==> src/rtl/nes_cpu_run_controller.sv <==
// Gates the 6502 clock enable for the debugger: bounded steps, run-to-break, halt.
// Reports completion, stop reason and the number of enabled cycles.
module nes_cpu_run_controller #(
   parameter int COUNT_WIDTH = 16,
   parameter int CYCLE_WIDTH = 32
) (
   input  logic                   i_clk,
   input  logic                   i_reset_n,
   input  logic                   i_cmd_valid,
   output logic                   o_cmd_ready,
   input  logic [1:0]             i_cmd_op,
   input  logic [COUNT_WIDTH-1:0] i_cmd_count,
   input  logic                   i_bp_en,
   input  logic [15:0]            i_bp_address,
   input  logic                   i_cpu_sync,
   input  logic [15:0]            i_cpu_address,
   output logic                   o_cpu_clk_en,
   output logic                   o_running,
   output logic                   o_done,
   output logic [1:0]             o_stop_reason,
   output logic                   o_cmd_error,
   output logic [CYCLE_WIDTH-1:0] o_cycle_count
);

   typedef enum logic [1:0] {
      IDLE = 2'd0,
      RUN  = 2'd1,
      STOP = 2'd2
   } state_t;

   localparam logic [1:0] OP_STEP = 2'd0;
   localparam logic [1:0] OP_RUN  = 2'd1;
   localparam logic [1:0] OP_HALT = 2'd2;

   localparam logic [1:0] RSN_NONE  = 2'd0;
   localparam logic [1:0] RSN_COUNT = 2'd1;
   localparam logic [1:0] RSN_BREAK = 2'd2;
   localparam logic [1:0] RSN_HALT  = 2'd3;

   localparam logic [COUNT_WIDTH-1:0] CNT_ONE = 1;
   localparam logic [CYCLE_WIDTH-1:0] CYC_ONE = 1;

   state_t                 state;
   logic [COUNT_WIDTH-1:0] remaining;
   logic                   unlimited;
   logic                   break_armed;
   logic                   accept;
   logic                   in_run;
   logic                   hit;
   logic                   halt;

   assign in_run      = (state == RUN);
   assign o_cmd_ready = (state == IDLE) | in_run;
   assign o_running   = in_run;
   assign accept      = i_cmd_valid & o_cmd_ready;

   assign hit = in_run & break_armed & i_bp_en & i_cpu_sync
              & (i_cpu_address == i_bp_address);
   assign halt = in_run & accept & (i_cmd_op == OP_HALT);

   // Combinational so a halt or breakpoint suppresses the very cycle it is seen in.
   assign o_cpu_clk_en = in_run & ~hit & ~halt;

   always_ff @(posedge i_clk or negedge i_reset_n) begin
      if (!i_reset_n) begin
         state         <= IDLE;
         remaining     <= '0;
         unlimited     <= 1'b0;
         break_armed   <= 1'b0;
         o_done        <= 1'b0;
         o_stop_reason <= RSN_NONE;
         o_cmd_error   <= 1'b0;
         o_cycle_count <= '0;
      end else begin
         o_done      <= 1'b0;
         o_cmd_error <= 1'b0;
         unique case (state)
            IDLE: begin
               if (accept) begin
                  remaining     <= i_cmd_count;
                  o_cycle_count <= '0;
                  o_stop_reason <= RSN_NONE;
                  break_armed   <= 1'b0;
                  unlimited     <= (i_cmd_op == OP_RUN)
                                 & (i_cmd_count == '0);
                  unique case (i_cmd_op)
                     OP_STEP: begin
                        if (i_cmd_count == '0) begin
                           state         <= STOP;
                           o_stop_reason <= RSN_COUNT;
                           o_done        <= 1'b1;
                        end else begin
                           state <= RUN;
                        end
                     end
                     OP_RUN:  state <= RUN;
                     OP_HALT: begin
                        state         <= STOP;
                        o_stop_reason <= RSN_HALT;
                        o_done        <= 1'b1;
                     end
                     default: o_cmd_error <= 1'b1;
                  endcase
               end
            end
            RUN: begin
               o_cmd_error <= accept & (i_cmd_op != OP_HALT);
               if (halt) begin
                  state         <= STOP;
                  o_stop_reason <= RSN_HALT;
                  o_done        <= 1'b1;
               end else if (hit) begin
                  state         <= STOP;
                  o_stop_reason <= RSN_BREAK;
                  o_done        <= 1'b1;
               end else begin
                  // Arming after the first enabled cycle steps over a parked breakpoint.
                  break_armed <= 1'b1;
                  if (~&o_cycle_count)
                     o_cycle_count <= o_cycle_count + CYC_ONE;
                  if (!unlimited) begin
                     remaining <= remaining - CNT_ONE;
                     if (remaining == CNT_ONE) begin
                        state         <= STOP;
                        o_stop_reason <= RSN_COUNT;
                        o_done        <= 1'b1;
                     end
                  end
               end
            end
            STOP:    state <= IDLE;
            default: state <= IDLE;
         endcase
      end
   end

endmodule

==> config.mk <==
export PLATFORM = sky130hd
export DESIGN_NAME = nes_cpu_run_controller
export DESIGN_NICKNAME = d
export VERILOG_FILES = /design/src/rtl/nes_cpu_run_controller.sv
export SDC_FILE = /design/constraint.sdc
export NUM_CORES = 1
export LEC_CHECK = 0
export CORE_MARGIN = 10
export CORE_UTILIZATION = 41
export CTS_BUF_LIST = sky130_fd_sc_hd__clkbuf_8
export DETAILED_ROUTE_END_ITERATION = 12
export GPL_TIMING_DRIVEN = 0
export PLACE_DENSITY = 0.69
export SLEW_MARGIN = 5
export SYNTH_ARGS = -nofsm -noshare
export SYNTH_HDL_FRONTEND = slang
export SYNTH_SLANG_ARGS = --single-unit
==> constraint.sdc <==
create_clock -name i_clk -period 3.3 [get_ports i_clk]
set_input_delay 0.33 -clock i_clk [delete_from_list [all_inputs] [get_ports i_clk]]
set_output_delay 0.33 -clock i_clk [all_outputs]
set_load 0.02 [all_outputs]
---- Word-level counts from Yosys, hierarchy flattened ----
Cells that the tools add are included.
storage, ports and cells
  flip-flop bits (word level) ............. 56
  input bits .............................. 55
  output and inout port bits .............. 39
cells by class
  add/subtract/negate cells ............... 2
  equal/unequal tests ..................... 14
  muxes and demuxes ....................... 41
  bitwise logic cells ..................... 14
  reductions and logical operators ........ 12
operators with widths
  cell                     number
  $mux W32                 4
  $mux W16                 4
  $pmux W32 S2             1
  $add A32 B1 Y32 const B  1
  $pmux W16 S2             1
  $reduce_and A32 Y1       1
  $mux W2                  11
  $eq A16 B1 Y1 const B    1
  $eq A16 B16 Y1           1
  $logic_not A16 Y1        1
  $sub A16 B1 Y16 const B  1
  $mux W1                  12
  $ne A2 B2 Y1 const B     6
  $pmux W2 S2              3
  $reduce_and A4 Y1        3
  $and A1 B1 Y1            11
  $reduce_and A5 Y1        2
  $ne A4 B1 Y1 const B     2
  $pmux W1 S2              4
  $pmux W2 S3              1
  $eq A2 B1 Y1 const B     2
  $logic_not A2 Y1         2
  $ne A4 B2 Y1 const B     1
  $reduce_or A3 Y1         1
  5 further kinds          6

---- Longest topological paths before layout ----
  depth in word-level cells ............... 8
  mapped depth ............................ 11

---- Worst setup path before layout ----
OpenSTA, ideal clock, no wires.
  path type ............................... register to register
  start point ............................. register o_cycle_count[11]
  end point ............................... register o_cycle_count[26]
  setup time .............................. 0.133 ns
  arrival ................................. 2.015 ns
  data required time ...................... 3.167 ns
  slack ................................... 1.152 ns
  stages on the path, launching flop included .. 8
  buffers on the path ..................... 1
  period minus slack after synthesis ...... 2.148 ns
  path through ............................ dfrtp_1 > buf_2 > nand4_1 > or4_4 > nor3_4 > a41oi_1 > o21ai_1 > o31ai_1
between the ends
  cells in the longest elaborated chain, start to end .. 5
  elaborated cells between the ends (all ways) .. 8
  classes of those cells .................. add/sub (1); eq/ne (1); mux (4); reduce/logical (2)
RTL lines
  what                      line  RTL
  start: declaration        22    output logic [CYCLE_WIDTH-1:0] o_cycle_count
  start signal: assignment  120   o_cycle_count <= o_cycle_count + CYC_ONE;
  $add A32 B1 Y32           120
  $mux W32                  119   if (~&o_cycle_count)
  $mux W32                  112   end else if (hit) begin
  $mux W32                  108   if (halt) begin
  $pmux W32 S2              77    unique case (state)
Parallel ways exist; a longest one is shown, timed or not. The select of a mux whose other input is x is not followed.
A chain may end at the register's enable or synchronous reset.

---- Worst setup path after layout ----
  start point ............................. register state[1]
  end point ............................... output o_cpu_clk_en
between the ends
  cells in the longest elaborated chain, start to end .. 8
  elaborated cells between the ends (all ways) .. 14
  classes of those cells .................. eq/ne (1); bitwise (12); reduce/logical (1)
RTL lines
  what                         line  RTL
  start: declaration           43    state_t state;
  start signal: assignment     66    state <= IDLE;
  start signal: assignment     89    state <= STOP;
  start signal: assignment     93    state <= RUN;
  $eq A2 B1 Y1                 52    assign in_run = (state == RUN);
  $and A1 B1 Y1 (3 in series)  57    assign hit = in_run & break_armed & i_bp_en & i_cpu_sync
  $and A1 B1 Y1                58    & (i_cpu_address == i_bp_address);
  $not A1 Y1                   62    assign o_cpu_clk_en = in_run & ~hit & ~halt;
  $and A1 B1 Y1                62
  $and A1 B1 Y1 *              62
  end: declaration             17    output logic o_cpu_clk_en,
Every way passes the cells marked *; elsewhere a longest branch is shown, timed or not.

==> results.txt <==
The fraction of final layout cells sized beyond drive strength 1 is 0.06998. The number of maximum-capacitance constraint violations came out at 0. The first detailed-routing pass took 5 iterations.

The final hold violation count came out at 0. The core region area came out at 8721 sq um. The maximum level of the CTS H-tree is 2. The power density normalized to cell area came out at 556.8 nW/um^2.

The number of clock sinks seen by CTS came out at 56. The synthesized netlist cell count is 440. The worst setup path is launched from a flip-flop. The global-route total usage across every layer came out at 0.1741.

The post-detailed-route wirelength per cell came out at 18.08 um. The mean cell area of the mapped netlist is 8.363 sq um. At the end of the flow, the number of nets in the layout was 604. In this run the count of I/O pins placed on the die edge is 94. The pin count of the biggest net entering global routing came out at 30. The area of the multi-input gates came out at 2143 sq um. The highest layer touched by signal routing is met4. Once detail routing completed, the nets flagged for antenna violations numbered 0. The via density per instance came out at 6.074. In the layout the commonest cells are 91 x sky130_fd_sc_hd__clkdlybuf4s50_1, 56 x sky130_fd_sc_hd__dfrtp_1, 45 x sky130_fd_sc_hd__nor2_1. The area of the die is 13160 sq um. The detailed router finished its first iteration with 264 violations. The number of nets in the synthesized netlist is 502. For the worst-skew pair, the clock arrives at the later sink with an insertion delay of 0.31 ns. The max-slew violation count is 0. The synthesis-stage register bit count came out at 56. Fill cells in the final layout number 820. The met2 wire length is 5.519 mm.

Static timing analysis puts the maximum clock frequency at 343.9 MHz. After detailed routing, the number of remaining DRC violations is 0. Counting along the longest clock path gives a buffer depth of 2.

The sequential cell fraction of total power came out at 0.360. The sequential-to-total area share from yosys stat came out at 0.3808. The internal portion of the total power is 1516 uW. The worst-case IR drop observed on VDD is 272.0 uV. The global-route wire length before repair is 19.15 mm.

The initial core utilization came out at 0.4220. The antenna diode instance count came out at 0. The class of the tightest hold or removal check is primary input to asynchronous set/reset pin. Counting the buffers created by CTS gives 5. The CTS clock-pin slew for the worst setup and hold paths came out at 0.11 ns.

The tree is rooted in a sky130_fd_sc_hd__clkbuf_8. The count of buffers from port buffering is 93. The transition time at the pin with the least slew margin is 0.7096 ns. The placement row count came out at 34. For this run, the number of Yosys warnings is 0. The leakage power came out at 0.001847 uW. Leaving out fill and tap cells, the most frequent cell in the layout is sky130_fd_sc_hd__clkdlybuf4s50_1.

The clock tree from TritonCTS is yes. The number of global-route vias before repair is 3973. The share of the cycle needed by the critical path after routing is 0.8812. The worst hold slack came out at 0.03727 ns. The top cell type's share of synthesized area is 0.3808. Setup violations remaining at the end of the flow were counted as 0. The via total after detailed routing is 3954. The vertical die dimension is 114.7 um. The relative slew slack is 0.5252. The kind of capture point of the worst setup path is a primary output.

The non-filler instance count after layout is 651. The routability congestion estimate is 0.8870. Setup repair after global routing left no endpoint under its margin. The flow ran to the end, and the final reports show no timing, DRC or antenna violations. The data arrival time of the critical path is 2.58 ns.

The required time of the worst setup path came out at 2.97 ns. The wire length on met1 is 5.079 mm. Global routing finished with a remaining overflow of 0. The count of different cell masters after synthesis is 59.

The worst clock skew is 0.01138 ns. The initial antenna violation count is 0. The clock network fraction of total power is 0.150.

The startpoint-to-endpoint class of the critical path is flip-flop to primary output. The share of flip-flops with an asynchronous set or reset after synthesis is 1.000. The sequential cell area in the final layout came out at 1401 sq um.

The cell count after placement came out at 642. Of the total power, combinational logic draws 0.490. The worst path in the final design needs a cycle of 2.908 ns, including I/O delays and setup. Relative to the synthesized area, the layout overhead comes to 32.78%.

The number of enable-type register cells in the synthesized netlist came out at 0. The post-synthesis cell type with the largest combined area is sky130_fd_sc_hd__dfrtp_1. The synthesized netlist occupies a cell area of 3680 sq um. Of all nets on the critical path, the largest fanout is 10. The chip width is 114.7 um.

In the synthesized netlist the dominant register cell turns out to be sky130_fd_sc_hd__dfrtp_1. The total half-perimeter wirelength after legalization and detailed placement is 9.012 mm. Wire segments on met3 add up to 1.005 mm in the final route. Of the total power, the share spent switching nets is 0.4429. Sorting the synthesized cells by area gives the leading types as sky130_fd_sc_hd__dfrtp_1 38%, sky130_fd_sc_hd__o21ai_0 5.2%, sky130_fd_sc_hd__nor2_1 4.6%.

The net load switching power is 1205 uW. The post-detailed-routing wire length came out at 11.77 mm.
## state kept, by name (all words and copies together) (netlist names)
register,cells
break_armed,1
o_cmd_error,1
o_cycle_count,32
o_done,1
o_stop_reason,2
remaining,16
state,2
unlimited,1
## layout make-up
cell class,count,area share
Multi-Input combinational cell,352,0.4387
Timing Repair Buffer,95,0.1956
Buffer,22,0.02433
Clock inverter,2,0.002305
Inverter,10,0.007682
Sequential cell,56,0.2868
Tap cell,108,0.02766
Clock buffer,6,0.01690
## routing by layer
layer,vias to the layer above,global-route usage
li1,1874,-
met1,1903,0.2102
met2,159,0.2952
met3,18,0.05000
met4,0,0.05033
met5,-,0
## cell families after synthesis
kind of cell / count (synthesis) / synth area share
AND/OR/NAND/NOR: 179 / 0.2503
AO/OA/AOI/OAI: 147 / 0.2564
flip-flops: 56 / 0.3808
buffers and inverters: 32 / 0.04250
XOR/XNOR: 16 / 0.03808
adder cells (fa/ha/maj): 7 / 0.02380
multiplexers: 3 / 0.008161
## what timing repair did
action / 4_1_cts / 5_1_grt
setup endpoints to repair: 1 / 1
hold buffers: 0 / 0
setup buffers: 0 / 1
pin swaps: 0 / 1
resized for setup: 3 / 2
## power by group through the flow
stage / Clock, uW / Combinational (uW) / Sequential (uW)
2_1_floorplan: 0 / 833 / 982
3_3_place_gp: 0 / 1290 / 979
3_5_place_dp: 0 / 1330 / 984
4_1_cts: 413 / 1330 / 973
5_1_grt: 440 / 1470 / 994
6_report: 407 / 1330 / 980
## critical path: stages, from the launching register on
cell and delay, ns:
sky130_fd_sc_hd__dfrtp_1 0.43, sky130_fd_sc_hd__inv_2 0.12, sky130_fd_sc_hd__nand2_4 0.09, sky130_fd_sc_hd__inv_2 0.18, sky130_fd_sc_hd__nand4_1 0.24, sky130_fd_sc_hd__nor4_4 0.36
sky130_fd_sc_hd__a21oi_2 0.13, sky130_fd_sc_hd__nand2_2 0.20, sky130_fd_sc_hd__inv_1 0.08, sky130_fd_sc_hd__buf_2 0.20, sky130_fd_sc_hd__dlymetal6s2s_1 0.23
## Yosys cell counts, types with 2 or more instances
library cell                count
sky130_fd_sc_hd__nor2b_1        2
sky130_fd_sc_hd__o311ai_1       4
sky130_fd_sc_hd__and2_1         2
sky130_fd_sc_hd__or4_4          2
sky130_fd_sc_hd__o21ai_1       12
sky130_fd_sc_hd__nand2_1       37
sky130_fd_sc_hd__o31ai_1       22
sky130_fd_sc_hd__buf_4          2
sky130_fd_sc_hd__inv_1          8
sky130_fd_sc_hd__nand4_1       16
sky130_fd_sc_hd__o21a_1         2
sky130_fd_sc_hd__a22oi_1        2
sky130_fd_sc_hd__nand3_1       27
sky130_fd_sc_hd__ha_1           7
sky130_fd_sc_hd__nor3_1        15
sky130_fd_sc_hd__dfrtp_1       56
sky130_fd_sc_hd__o22a_1         7
sky130_fd_sc_hd__buf_6          3
sky130_fd_sc_hd__clkbuf_1      11
sky130_fd_sc_hd__inv_2          2
sky130_fd_sc_hd__a41oi_1        2
sky130_fd_sc_hd__o2bb2ai_1      4
sky130_fd_sc_hd__a21oi_1       31
sky130_fd_sc_hd__or3_1          5
sky130_fd_sc_hd__mux2i_1        3
sky130_fd_sc_hd__and3_1         6
sky130_fd_sc_hd__nor4_1         7
sky130_fd_sc_hd__o21ai_0       38
sky130_fd_sc_hd__o41ai_1        2
sky130_fd_sc_hd__buf_2          5
sky130_fd_sc_hd__a31oi_1        9
sky130_fd_sc_hd__xnor2_1       14
sky130_fd_sc_hd__nor2_1        45
sky130_fd_sc_hd__and4_1         2
sky130_fd_sc_hd__o41a_1         2
sky130_fd_sc_hd__nand2b_1       2
sky130_fd_sc_hd__xor2_1         2
## final timing paths
check,slack [ns],start,cells past startpoint,endpoint
min,0.04,i_reset_n,1,o_cycle_count[24]$_DFFE_PN0P_
max,0.39,state[1]$_DFFE_PN0P_,10,o_cpu_clk_en
min in group i_clk,0.51,break_armed$_DFFE_PN0P_,2,break_armed$_DFFE_PN0P_
max in group asynchronous,2.66,i_reset_n,2,remaining[13]$_DFFE_PN0P_
max reg2reg,0.66,state[1]$_DFFE_PN0P_,10,o_cycle_count[27]$_DFFE_PN0P_
min reg2reg,0.51,break_armed$_DFFE_PN0P_,2,break_armed$_DFFE_PN0P_
## stage by stage
stage | setup WS (ns) | total power [uW] | TNS (ns) | instance area [sq um] | util
4_1_cts | 0.03541 | 2717 | 0 | 4867 | 0.5581
6_report | 0.3919 | 2720 | 0 | 4886 | 0.5603
3_3_place_gp | -0.1168 | 2271 | -0.1168 | 4746 | 0.5442
2_1_floorplan | 1.152 | 1815 | 0 | 3680 | -
3_5_place_dp | -0.1326 | 2311 | -0.1326 | 4761 | 0.5459
5_1_grt | 0.1760 | 2905 | 0 | 4886 | 0.5603
Power figures use the tool's default switching activity.
==> edit 1: new RTL, config.mk and constraints unchanged <==
Set the parameter `CYCLE_WIDTH` to 64 (it was 32).
--- a/src/rtl/nes_cpu_run_controller.sv
+++ b/src/rtl/nes_cpu_run_controller.sv
@@ -3,5 +3,5 @@
 module nes_cpu_run_controller #(
    parameter int COUNT_WIDTH = 16,
-   parameter int CYCLE_WIDTH = 32
+   parameter int CYCLE_WIDTH = 64
 ) (
    input  logic                   i_clk,
Interface: changed (resized o_cycle_count); port bits go from 94 to 126. The function was not compared with the original's and may differ.
==> edit 1 against the unedited design <==
  * Power is 40% higher
  * Routed wire length grew 71%
  * Final cell count increased by 52%
  * Sequential power is 41% higher
  * Combinational power rose by 21%
  * Clock power is 100% higher
  * Worst setup slack worse by 0.21 ns
  * Synthesized area rose by 52%
  * Die area up 42%
  * Critical path depth shrank 3
  * Sequential cell count up 32
  * Clock skew is essentially flat
  * Cell area increased by 50%
  * Critical path type is now flip-flop to flip-flop
  * Critical endpoint is now o_cycle_count[63]
  * Largest cell class unchanged
  * Largest power group unchanged
  * Highest routed layer unchanged
==> edit 1: results (changes against the unedited design) <==
- CTS H-tree lvls: 3 (+1)
- Hold_ws: 0.447 ns (+0.409 ns)
- Number of violations reported at the end of detailed-routing iteration 0: 730 (+180%)
- Post-synthesis adder-cell area fraction: 0.0157 (-0.00810)
- Reg2Reg Setup Slack: 0.19 ns (-0.47 ns)
- Share of post-route cells with drive strength above 1: 0.0565 (-0.0135)
- Source of the worst register-to-register timing path: o_cycle_count[16]
- Register clock-pin slew on the reported worst setup and hold paths: 0.09 ns (-0.02 ns)
- Detailed-routing wirelength on met1: 8100 um (+60%)
- First-pass GRT wire length: 31800 um (+66%)
- Crit Reg-Reg Endpoint: o_cycle_count[63]
- Number of cells after detailed placement: 974 (+52%)
- Largest cells by area after synthesis: dfrtp_1, o21ai_0, nand3_1, nor2_1, nand2_1
- Nets@finish: 872 (+44%)
- Insertion delay of the later-clocked pin in the worst-skew pair: 0.39 ns (+0.08 ns)
- Proportion of synthesized chip area in sequential cells: 0.395 (+0.0140)
- Placed wire-length estimate after detailed placement: 14800 um (+64%)
- CTS Buf Count: 9 (+4)
- Static leakage power: 2.85 nW (+54%)
- Vias post-DR: 6135 (+55%)
- Total detailed-routing wirelength: 20200 um (+71%)
- Detailed-routing iteration count for the pre-antenna-repair pass: 6 (+1)
- Largest net degree at the start of global routing: 53 (+77%)
- Worst reg2reg path depth: 7 (-3)
- Outcome: completed
- Via count of the first global-routing pass: 5977 (+50%)
- Routed met3 length: 1810 um (+80%)
- Yosys cell types: 62 (+5.1%)
- Syn avg cell area: 8.30 um^2 (-0.75%)
- Share of the synthesized area in compound gates (AO/OA/AOI/OAI): 0.226 (-0.0300)
- Main combinational cell family by area after synthesis: simple AND/OR/NAND/NOR gates
- Max rail drop VDD: 0.000400 V (+47%)
- Total track usage: 0.214 (+0.0401)
-- edit 1: changes by cell type in the layout (fill, tap and decap cells not counted), sizes merged, moves of 9 or more --
cell           delta
a21o             +11
a221o             +9
clkbuf           +16
clkdlybuf4s50    +33
dfrtp            +32
inv              +14
nand2            +20
nand3            +24
nand4            +17
nor2             +15
nor3             +14
o21ai            +14
-- edit 1: per-stage QoR --
stage / TNS, ns / setup slack, ns
after floorplan: 0 / 0.600
after global placement: -133.32 / -1.52
after detailed placement: -0.190 / -0.190
after CTS: 0 / 0.122
after global routing: 0 / 0.0146
final: 0 / 0.186
-- edit 1: logic make-up after synthesis --
group | count (synthesis)
buffers and inverters | 56
muxes | 1
DFF | 88
adders and majority gates | 7
and+or+nand+nor | 307
xor gates and xnor gates | 16
AOI/OAI and AO/OA | 197
-- edit 1: cell type report --
cell class,count,area [um^2]
buffer,31,138
tap,176,220
sequential,88,2200
inverter,23,86.3
clock inverter,6,77.6
clock buffer,9,124
fill,1236,5990
multi-input combinational,528,3160
timing repair buffer,129,1300
-- edit 1: power breakdown --
part / internal, mW / switching, mW / total [mW]
clock: 0.415 / 0.405 / 0.819
sequential: 1.22 / 0.161 / 1.38
combinational: 0.532 / 1.08 / 1.61
total: 2.17 / 1.64 / 3.81
-- edit 1: what timing repair did --
| action | 4_1_cts | 5_1_grt |
|---|---|---|
| hold buffers | 1 | 0 |
| pin swaps | 0 | 1 |
| setup buffers | 0 | 2 |
| endpoints found under the hold margin | 36 | 0 |
| resized for setup | 4 | 5 |
| setup endpoints to repair | 2 | 36 |
-- edit 1: worst max-delay path by stage --
stage | from | to | slack [ns] | depth (start not counted)
3_5_place_dp | i_cmd_op[0] | o_cpu_clk_en | -0.19 | 8
2_1_floorplan | o_cycle_count[0] | o_cycle_count[50] | 0.60 | 8
4_1_cts | o_cycle_count[40] | o_cycle_count[24] | 0.12 | 8
6_report | o_cycle_count[16] | o_cycle_count[63] | 0.19 | 7
3_3_place_gp | i_reset_n | o_cmd_error | -1.52 | 1
5_1_grt | o_cycle_count[0] | o_cycle_count[15] | 0.01 | 9
-- edit 1: layer usage --
metal	global-route usage	vias to the layer above
met4	0.0893	0
met1	0.262	2940
met5	0	-
li1	-	2823
met2	0.348	323
met3	0.0579	49
-- edit 1: worst max-delay path, stage by stage (launching register included) --
cell and delay (ns):
dfrtp_1 0.53, nand4_1 0.24, or4_1 0.66, nor4_2 0.69
and4_1 0.36, nand4_1 0.14, a21o_1 0.21, a21o_1 0.17
==> edit 2: new RTL, same settings <==
Without the edit above. Make the reset (`i_reset_n`) synchronous in one clocked block.
--- a/src/rtl/nes_cpu_run_controller.sv
+++ b/src/rtl/nes_cpu_run_controller.sv
@@ -62,5 +62,5 @@
    assign o_cpu_clk_en = in_run & ~hit & ~halt;
 
-   always_ff @(posedge i_clk or negedge i_reset_n) begin
+   always_ff @(posedge i_clk) begin
       if (!i_reset_n) begin
          state         <= IDLE;
Check against the original RTL: differs if i_reset_n is asserted again (counterexample within 4 cycles, from zero or initial values and one cycle with i_reset_n low); with i_reset_n held inactive, the same outputs for 10 cycles.
==> edit 2 against the unedited design <==
  * Routed wire length grew 18%
  * Count of clock-buffer cells in the layout shrank 1
  * Sequential cell count is the same
  * Synthesized area shrank 0.48%
  * Worst setup slack lost 0.099 ns
  * Worst hold slack gained 0.43 ns
  * Cell area shrank 1.2%
  * Critical path type unchanged
  * Largest cell class unchanged
Power is not compared: it rests on default switching activity, and its combinational part moved more than twofold at a synthesized area within 25%.
==> edit 2: results (changes against the unedited design) <==
- Outcome: completed
- Proportion of power drawn by combinational gates: 0.286
- Total track usage: 0.203 (+0.0293)
- Largest reg by FF count: o_cycle_count
- Insertion delay of the later-clocked pin in the worst-skew pair: 0.34 ns (+0.03 ns)
- Type of the most critical hold path: flip-flop to flip-flop
- CTS Buf Count: 5 (unchanged)
- Vias post-DR: 4366 (+10%)
- Crit Reg-Reg Endpoint: o_cycle_count[0]
- Max incr delay on CP: 0.68 ns (+0.25 ns)
- Max rail drop VDD: approximately 0.00023 V
- Slew of the pin with the lowest slew margin: 0.854 ns (+0.145 ns)
- Max stage delay cell, worst path: clkdlybuf4s50_1
- Total detailed-routing wirelength: 13900 um (+18%)
- Nets@finish: 642 (+6.3%)
- First-pass GRT wire length: 21700 um (+14%)
- Routed length per instance: 20.2 um (+12%)
- Post-synthesis instance total: 480 (+9.1%)
- Register clock-pin slew on the reported worst setup and hold paths: ~0.1 ns
- Static leakage power: 1.67 nW
- Synthesis Warnings: 0 (unchanged)
- Share of post-route cells with drive strength above 1: 0.0516 (-0.0183)
- Via count of the first global-routing pass: 4074 (+2.5%)
- Largest regs: o_cycle_count: 32 flops, remaining: 16 flops
- Part of the total power dissipated in sequential elements: 0.455
- Min-delay src: break_armed
- Net count after synthesis: 542 (+8.0%)
- RD Place Congestion: 0.956 (+7.7%)
- Hold_ws: 0.469 ns (+0.432 ns)
- Reg2Reg Setup Slack: 0.33 ns (-0.33 ns)
- Critical Path RT: 2.97 ns (about the same)
- Final clock skew: 0.0163 ns (+0.00487 ns)
- Placed cell areas: 4730 um^2 (-0.68%)
- Worst reg2reg path depth: 10 (unchanged)
- Largest net degree at the start of global routing: 20 (-33%)
- Source of the worst register-to-register timing path: state[0]
- Number of cells after detailed placement: 681 (+6.1%)
- Area enclosed by the die boundary: 13100 um^2 (-0.39%)
- Placed wire-length estimate after detailed placement: 10400 um (+15%)
- CTS H-tree lvls: 2 (unchanged)
- Switching power of the nets: 0.566 mW
- Commonest cells in the synthesized netlist: dfxtp_1, nand2_1, a21oi_1, nor2_1, o21ai_0
- Antenna fix cells: 0 (unchanged)
- Yosys cell types: 64 (+8.5%)
- Number of hold buffers added after CTS: 0 (unchanged)
- Setup WS post-layout: 0.293 ns (-0.0990 ns)
- Port Buffers: 93 (unchanged)
- Post-synth ARST share: 0 (-1.00)
- Number of violations reported at the end of detailed-routing iteration 0: 321 (+22%)
- Largest cells by area after synthesis: dfxtp_1, a21oi_1, nand2_1, o21ai_0, nand3_1
- Cell area power density: 334 nW/um^2
- Proportion of synthesized chip area in sequential cells: 0.306 (-0.0747)
- Worst Setup Slack post-DPL: 0.153 ns (+0.285 ns)
-- edit 2: cell types whose count changed in the layout (fill, tap and decap cells not counted), moves of 10 or more --
cell,delta
a21oi_1,+11
clkbuf_1,+13
dfrtp_1,-56
dfxtp_1,+56
nor2_1,-15
o21ai_1,-10
o31ai_1,-11
or4_1,+15
xnor2_1,-12
xor2_1,+12
-- edit 2: routing by layer --
metal,up-vias,global-route usage,share of wire
li1,2049,-,-
met1,2101,0.259,0.41
met2,200,0.342,0.49
met3,16,0.0430,0.086
met4,0,0.0451,0.012
met5,-,0,0
-- edit 2: what timing repair did --
action	CTS	global route
gates resized for setup	0	3
setup endpoints to repair	0	2
setup buffers	0	0
-- edit 2: final cells by class --
class	instances	area, um^2
clock buffer	5	68.8
fill	840	3890
tap	108	135
sequential	56	1120
multi-input combinational	384	2390
clock inverter	3	25.0
timing repair buffer	93	933
buffer	30	119
inverter	10	37.5
-- edit 2: logic make-up after synthesis --
logic type / synth area share
buffers and inverters: 0.0424
flip-flops: 0.306
multiplexers: 0.00547
AND/OR/NAND/NOR: 0.324
AO/OA/AOI/OAI: 0.260
adder cells (fa/ha/maj): 0.0239
XOR/XNOR: 0.0383
-- edit 2: how the worst max path moves through the flow --
| stage | endpoint | from | depth (start not counted) |
|---|---|---|---|
| floorplan | remaining[14] | remaining[0] | 8 |
| global placement | o_cpu_clk_en | i_cmd_op[0] | 10 |
| detailed placement | o_cpu_clk_en | i_cmd_op[0] | 10 |
| CTS | o_running | state[0] | 6 |
| global route | o_cycle_count[0] | state[0] | 10 |
| finish | o_running | state[0] | 6 |
-- edit 2: worst max-delay path, delay by kind of cell (launching register included) --
kind | cells | cell delay, ns
flip-flops | 1 | 0.32
buffers and inverters | 5 | 1.86
AND/OR/NAND/NOR | 1 | 0.15
